### src/rtl/alu_result_tx_pkg.sv
// Shared types and constants for the ALU result return path (frame format, FSM states).
package alu_result_tx_pkg;

    localparam int unsigned BYTE_W    = 8;
    localparam int unsigned FRAME_LEN = 4;
    localparam int unsigned IDX_W     = 2;

    localparam logic [BYTE_W-1:0] HEADER_DEFAULT = 8'hA5;

    // Bit positions inside the flags byte
    localparam int unsigned FLAG_OVF  = 1;
    localparam int unsigned FLAG_ZERO = 0;

    typedef enum logic [2:0] {
        ST_IDLE = 3'd0,
        ST_SEND = 3'd1,
        ST_WAIT = 3'd2,
        ST_DONE = 3'd3,
        ST_ERR  = 3'd4
    } tx_state_e;

    // Snapshot of the ALU outputs taken when a frame is accepted
    typedef struct packed {
        logic [BYTE_W-1:0] result;
        logic              overflow;
        logic              zero;
    } alu_snap_t;

    // Frame byte selector: header, result, flags, xor checksum of the first three
    function automatic logic [BYTE_W-1:0] frame_byte(
        input logic [IDX_W-1:0]  idx,
        input logic [BYTE_W-1:0] header,
        input alu_snap_t         snap
    );
        logic [BYTE_W-1:0] flags;
        flags            = '0;
        flags[FLAG_OVF]  = snap.overflow;
        flags[FLAG_ZERO] = snap.zero;
        case (idx)
            2'd0:    frame_byte = header;
            2'd1:    frame_byte = snap.result;
            2'd2:    frame_byte = flags;
            default: frame_byte = header ^ snap.result ^ flags;
        endcase
    endfunction

endpackage

### src/rtl/alu_result_tx_watchdog.sv
// Stall watchdog: counts enabled cycles since the last clear and flags the final allowed cycle.
module alu_result_tx_watchdog #(
    parameter int unsigned TIMEOUT    = 150000,
    parameter int unsigned NB_TIMEOUT = 18
) (
    input  logic i_clk,
    input  logic i_reset_n,
    input  logic i_clear,
    input  logic i_enable,
    output logic o_expired_c
);

    localparam logic [NB_TIMEOUT-1:0] LAST_COUNT = NB_TIMEOUT'(TIMEOUT - 1);

    logic [NB_TIMEOUT-1:0] r_count;

    // Cycle counter: clear has priority over enable
    always_ff @(posedge i_clk) begin
        if (!i_reset_n) begin
            r_count <= '0;
        end else if (i_clear) begin
            r_count <= '0;
        end else if (i_enable) begin
            r_count <= r_count + NB_TIMEOUT'(1);
        end
    end

    assign o_expired_c = (r_count == LAST_COUNT);

endmodule

### src/rtl/alu_result_tx.sv
// Sends a 4-byte frame {header, result, flags, checksum} of a snapshotted ALU result to the UART TX.
module alu_result_tx
    import alu_result_tx_pkg::*;
#(
    parameter int unsigned       NB_DATA    = 8,
    parameter int unsigned       NB_BYTE    = BYTE_W,
    parameter logic [BYTE_W-1:0] HEADER     = HEADER_DEFAULT,
    parameter int unsigned       TIMEOUT    = 150000,
    parameter int unsigned       NB_TIMEOUT = 18
) (
    input  logic               i_clk,
    input  logic               i_reset_n,
    input  logic               i_send,
    input  logic [NB_DATA-1:0] i_result,
    input  logic               i_overflow,
    input  logic               i_zero,
    input  logic               i_tx_done,
    output logic               o_tx_start,
    output logic [NB_BYTE-1:0] o_tx_data,
    output logic               o_busy,
    output logic               o_frame_done,
    output logic               o_error
);

    localparam logic [IDX_W-1:0] LAST_IDX = IDX_W'(FRAME_LEN - 1);

    tx_state_e          r_state;
    logic [IDX_W-1:0]   r_index;
    alu_snap_t          r_snap;
    logic               r_tx_start;
    logic [NB_BYTE-1:0] r_tx_data;
    logic               r_busy;
    logic               r_frame_done;
    logic               r_error;

    alu_snap_t          w_snap_in;
    logic               w_wd_clear;
    logic               w_wd_enable;
    logic               w_wd_expired;

    // Live ALU outputs packed for capture; the result is zero-extended into its byte
    always_comb begin
        w_snap_in          = '0;
        w_snap_in.result   = BYTE_W'(i_result);
        w_snap_in.overflow = i_overflow;
        w_snap_in.zero     = i_zero;
    end

    // Watchdog restarts with every byte and only runs while waiting for an ack
    assign w_wd_clear  = (r_state == ST_SEND);
    assign w_wd_enable = (r_state == ST_WAIT) && !i_tx_done && !w_wd_expired;

    alu_result_tx_watchdog #(
        .TIMEOUT    (TIMEOUT),
        .NB_TIMEOUT (NB_TIMEOUT)
    ) u_watchdog (
        .i_clk       (i_clk),
        .i_reset_n   (i_reset_n),
        .i_clear     (w_wd_clear),
        .i_enable    (w_wd_enable),
        .o_expired_c (w_wd_expired)
    );

    // Frame FSM; outputs are set on the edge that enters the state they belong to
    always_ff @(posedge i_clk) begin
        if (!i_reset_n) begin
            r_state      <= ST_IDLE;
            r_index      <= '0;
            r_snap       <= '0;
            r_tx_start   <= 1'b0;
            r_tx_data    <= '0;
            r_busy       <= 1'b0;
            r_frame_done <= 1'b0;
            r_error      <= 1'b0;
        end else begin
            r_tx_start   <= 1'b0;
            r_frame_done <= 1'b0;
            r_error      <= 1'b0;
            case (r_state)
                ST_IDLE: begin
                    if (i_send) begin
                        r_snap     <= w_snap_in;
                        r_index    <= '0;
                        r_state    <= ST_SEND;
                        r_busy     <= 1'b1;
                        r_tx_start <= 1'b1;
                        r_tx_data  <= NB_BYTE'(frame_byte(IDX_W'(0), HEADER, w_snap_in));
                    end
                end
                ST_SEND: begin
                    r_state <= ST_WAIT;
                end
                ST_WAIT: begin
                    if (i_tx_done) begin
                        if (r_index == LAST_IDX) begin
                            r_state      <= ST_DONE;
                            r_frame_done <= 1'b1;
                        end else begin
                            r_index    <= r_index + IDX_W'(1);
                            r_state    <= ST_SEND;
                            r_tx_start <= 1'b1;
                            r_tx_data  <= NB_BYTE'(frame_byte(r_index + IDX_W'(1), HEADER, r_snap));
                        end
                    end else if (w_wd_expired) begin
                        r_state <= ST_ERR;
                        r_error <= 1'b1;
                    end
                end
                ST_DONE, ST_ERR: begin
                    r_state <= ST_IDLE;
                    r_busy  <= 1'b0;
                end
                default: begin
                    r_state <= ST_IDLE;
                    r_busy  <= 1'b0;
                end
            endcase
        end
    end

    assign o_tx_start   = r_tx_start;
    assign o_tx_data    = r_tx_data;
    assign o_busy       = r_busy;
    assign o_frame_done = r_frame_done;
    assign o_error      = r_error;

endmodule

### config.mk
export PLATFORM = sky130hd
export DESIGN_NAME = alu_result_tx
export DESIGN_NICKNAME = d
export VERILOG_FILES = /design/src/rtl/alu_result_tx_pkg.sv /design/src/rtl/alu_result_tx_watchdog.sv /design/src/rtl/alu_result_tx.sv
export SDC_FILE = /design/constraint.sdc
export NUM_CORES = 1
export LEC_CHECK = 0
export ABC_AREA = 1
export BUFFER_PORTS_ARGS = -buffer_cell sky130_fd_sc_hd__buf_2
export CAP_MARGIN = 10
export CORE_MARGIN = 2
export CORE_UTILIZATION = 30
export CTS_CLUSTER_SIZE = 30
export DETAILED_ROUTE_END_ITERATION = 7
export HOLD_SLACK_MARGIN = 0.15
export PLACE_DENSITY = 0.48
export SYNTH_ARGS = -nofsm -noshare
export SYNTH_HDL_FRONTEND = slang
export SYNTH_HIERARCHICAL = 1
export SYNTH_SLANG_ARGS = --single-unit
export TNS_END_PERCENT = 1
### constraint.sdc
create_clock -name i_clk -period 3.95 [get_ports i_clk]
set_clock_uncertainty 0.2 [all_clocks]
set_input_delay 0.5925 -clock i_clk [delete_from_list [all_inputs] [get_ports i_clk]]
set_output_delay 0.5925 -clock i_clk [all_outputs]
set_load 0.005 [all_outputs]
==> metrics.txt <==
average cell area after synthesis=6.75 µm²; ANT nets after route=0; hold_buf cts=0; Lkg Pwr=1.08 nW; DRC=0; Worst-path clk slew=0.08 ns; Die W=90.8 µm; share of cells above drive strength 1=0.135; max_cap viols=0; GRT met2 Usage=0.246; grt ovf=0; drt first-iter violations=60; CTS Buf Count=5; total global-route track usage=0.131; DPL Wire Length=3910 µm; initial antenna violation count=0; dominant synthesized flop cell=dfxtp_1; Rel. slew slack=0.472; GR met1 Demand/Resource=0.143; core area=7290 µm²; largest net degree at the start of global routing=23; DR vias/cell=4.51; most frequent cell after synthesis=nand2_1; Root Buffer Master=clkbuf_8; I/O Pins=26; H-tree levels=2; cell row count=31; first-pass GRT wire length=8890 µm; DRT Wirelength=5070 µm; Distinct cells, synth=25; minimum clock period=2.27 ns; syn nets=355; synth top area cells=dfxtp_1 (40%), nand2_1 (13%), nor2_1 (8.5%), inv_1 (7.5%), a21oi_1 (5.5%); Critical Path End Type=flip-flop; Syn Std Cell Area=2260 µm²; Post-synth EDFFs=0; Top delay family on crit path=simple AND/OR/NAND/NOR gates; Setup TNS=0 ns; placed cell count=453; per-cell routed wire length=11.0 µm; Cell Pwr Density=372 nW/µm²; clock sink count=45; Final Max Tran Viols=0; Yosys reg bits=45; synth cell count leaders=nand2_1 (78), nor2_1 (51), dfxtp_1 (45), inv_1 (45), a21oi_1 (25); via count=2,078; Max Freq=441 MHz; Setup CP Type=reg -> reg; DIE AREA=8250 µm²; post-synth top area cell=dfxtp_1; Slowest-stage cell, CP=dfxtp_1; status=finished clean; Pre-antenna DRT Iters=4; Nets=381; Max FO, Critical Path=7; RSZ-0062 raised after global routing=false; GRT busiest layer=met2; Post-CTS Setup Repair Bufs=0; diodes inserted=0; # setup viols final=0; Resize count post-CTS=0; post-synthesis sequential area ratio=0.398; arrival time worst endpoint=2.26 ns; gp weighted congestion=0.790; CTS tree=yes; Ys Warns=6; IO buf count=25; Area Growth Syn to Fin=14.3%; M3 GR Usage=0.0317; Yosys top cell area share=0.398; fin cells=461; clk buf depth=2; Worst path max stage delay=0.38 ns; CP Data Required Time=3.94 ns; chip height=90.8 µm; final hold violation count=0; later-pin clock latency in the skew report=0.29 ns; vias in the first global route=2,077; crit path buf inv count=3; fin crit share=0.574; Worst setup SP type=flip-flop; crit-path cells=ha_1 > nand3_1 > nor4_1 > nand2_1 > nor2_1 > inv_1 > nand3_1 > inv_1 > nand2_1 > inv_1 > nand2_1 > nor2_1 > o21ai_0 > nor2_1; Worst Tran Pin Value=0.789 ns; hold crit path type=reg -> reg; maximum vdd drop=0.161 mV; Initial Util=0.310; synthesized instance count=335; FFs w/ async S/R, synth=0
[power breakdown]
part	internal [mW]	switching [mW]	leakage [nW]
logic	0.0530	0.101	0.655
clock network	0.158	0.153	0.0542
registers	0.481	0.0162	0.367
[cell type report]
cell class,instances,area [µm²]
clock buffers,7,96.3
clock inverters,1,5.00
fillers,834,4710
inverters,48,180
multi-input cells,236,1150
flip-flops and latches,45,901
well taps,99,124
repair buffers,25,125
[tightest hold or removal path: cells and delay by family (launching register included)]
family                 cells  cell delay [ns]
AO/OA/AOI/OAI              1             0.05
buffers and inverters      1             0.04
flip-flops                 1             0.32
[per-layer routing]
metal | vias up | wire [µm] | part of all wire
li1 | 1112 | - | -
met1 | 940 | 2240 | 0.44
met2 | 17 | 2600 | 0.51
met3 | 9 | 136 | 0.027
met4 | 0 | 92 | 0.018
met5 | - | 0 | 0
[registers in the layout (all words and copies together), names as in the netlist]
signal,cells
r_state,3
o_error,1
o_frame_done,1
o_tx_data,8
r_index,2
o_busy,1
o_tx_start,1
r_snap,10
u_watchdog/r_count,18
[cell families (layout without fill, tap and decap cells)]
logic type      Yosys count  after routing  share of synthesized area
xor+xnor                  3              3                     0.0116
compound gates           50             50                      0.111
flops                    45             45                      0.398
simple gates            177            177                      0.354
buf+inv                  54             81                     0.0918
fa+ha+maj                 6              6                     0.0332
[metrics by stage]
step | worst slack, ns | hold slack (ns) | power [mW] | utilization | area, µm²
finish | 1.68 | 0.255 | 0.963 | 0.354 | 2580
floorplan | 2.00 | 0.224 | 0.621 | - | 2260
global route | 1.40 | 0.288 | 1.03 | 0.354 | 2580
detailed placement | 1.53 | 0.245 | 0.666 | 0.341 | 2480
global placement | 1.57 | 0.242 | 0.664 | 0.341 | 2480
CTS | 1.67 | 0.257 | 0.983 | 0.354 | 2580
[cell usage in the layout (no fill, tap or decap), drive strengths merged]
| master | netlist | layout |
|---|---|---|
| nand2 | 81 | 81 |
| nor2 | 58 | 58 |
| inv | 47 | 47 |
| dfxtp | 45 | 45 |
| a21oi | 25 | 25 |
| buf | 2 | 25 |
| o21ai | 24 | 24 |
| nand3 | 21 | 21 |
| nand4 | 9 | 9 |
| clkbuf | 4 | 7 |
| ha | 6 | 6 |
| nor3 | 4 | 4 |
| nor4 | 2 | 2 |
| xnor2 | 2 | 2 |
| clkinv | 1 | 2 |
| a31oi | 1 | 1 |
| nand3b | 1 | 1 |
| nor3b | 1 | 1 |
| xor2 | 1 | 1 |
[path summary, 6_finish.rpt]
path / start / to / slack (ns) / depth (start not counted)
min: o_busy$_SDFFE_PN0P_ / o_busy$_SDFFE_PN0P_ / 0.26 / 2
max: u_watchdog/r_count[0]$_SDFFE_PP0P_ / u_watchdog/r_count[7]$_SDFFE_PP0P_ / 1.68 / 14
min reg2reg: o_busy$_SDFFE_PN0P_ / o_busy$_SDFFE_PN0P_ / 0.26 / 2
max reg2reg: u_watchdog/r_count[0]$_SDFFE_PP0P_ / u_watchdog/r_count[7]$_SDFFE_PP0P_ / 1.68 / 14
(Power assumes the default switching activity.)
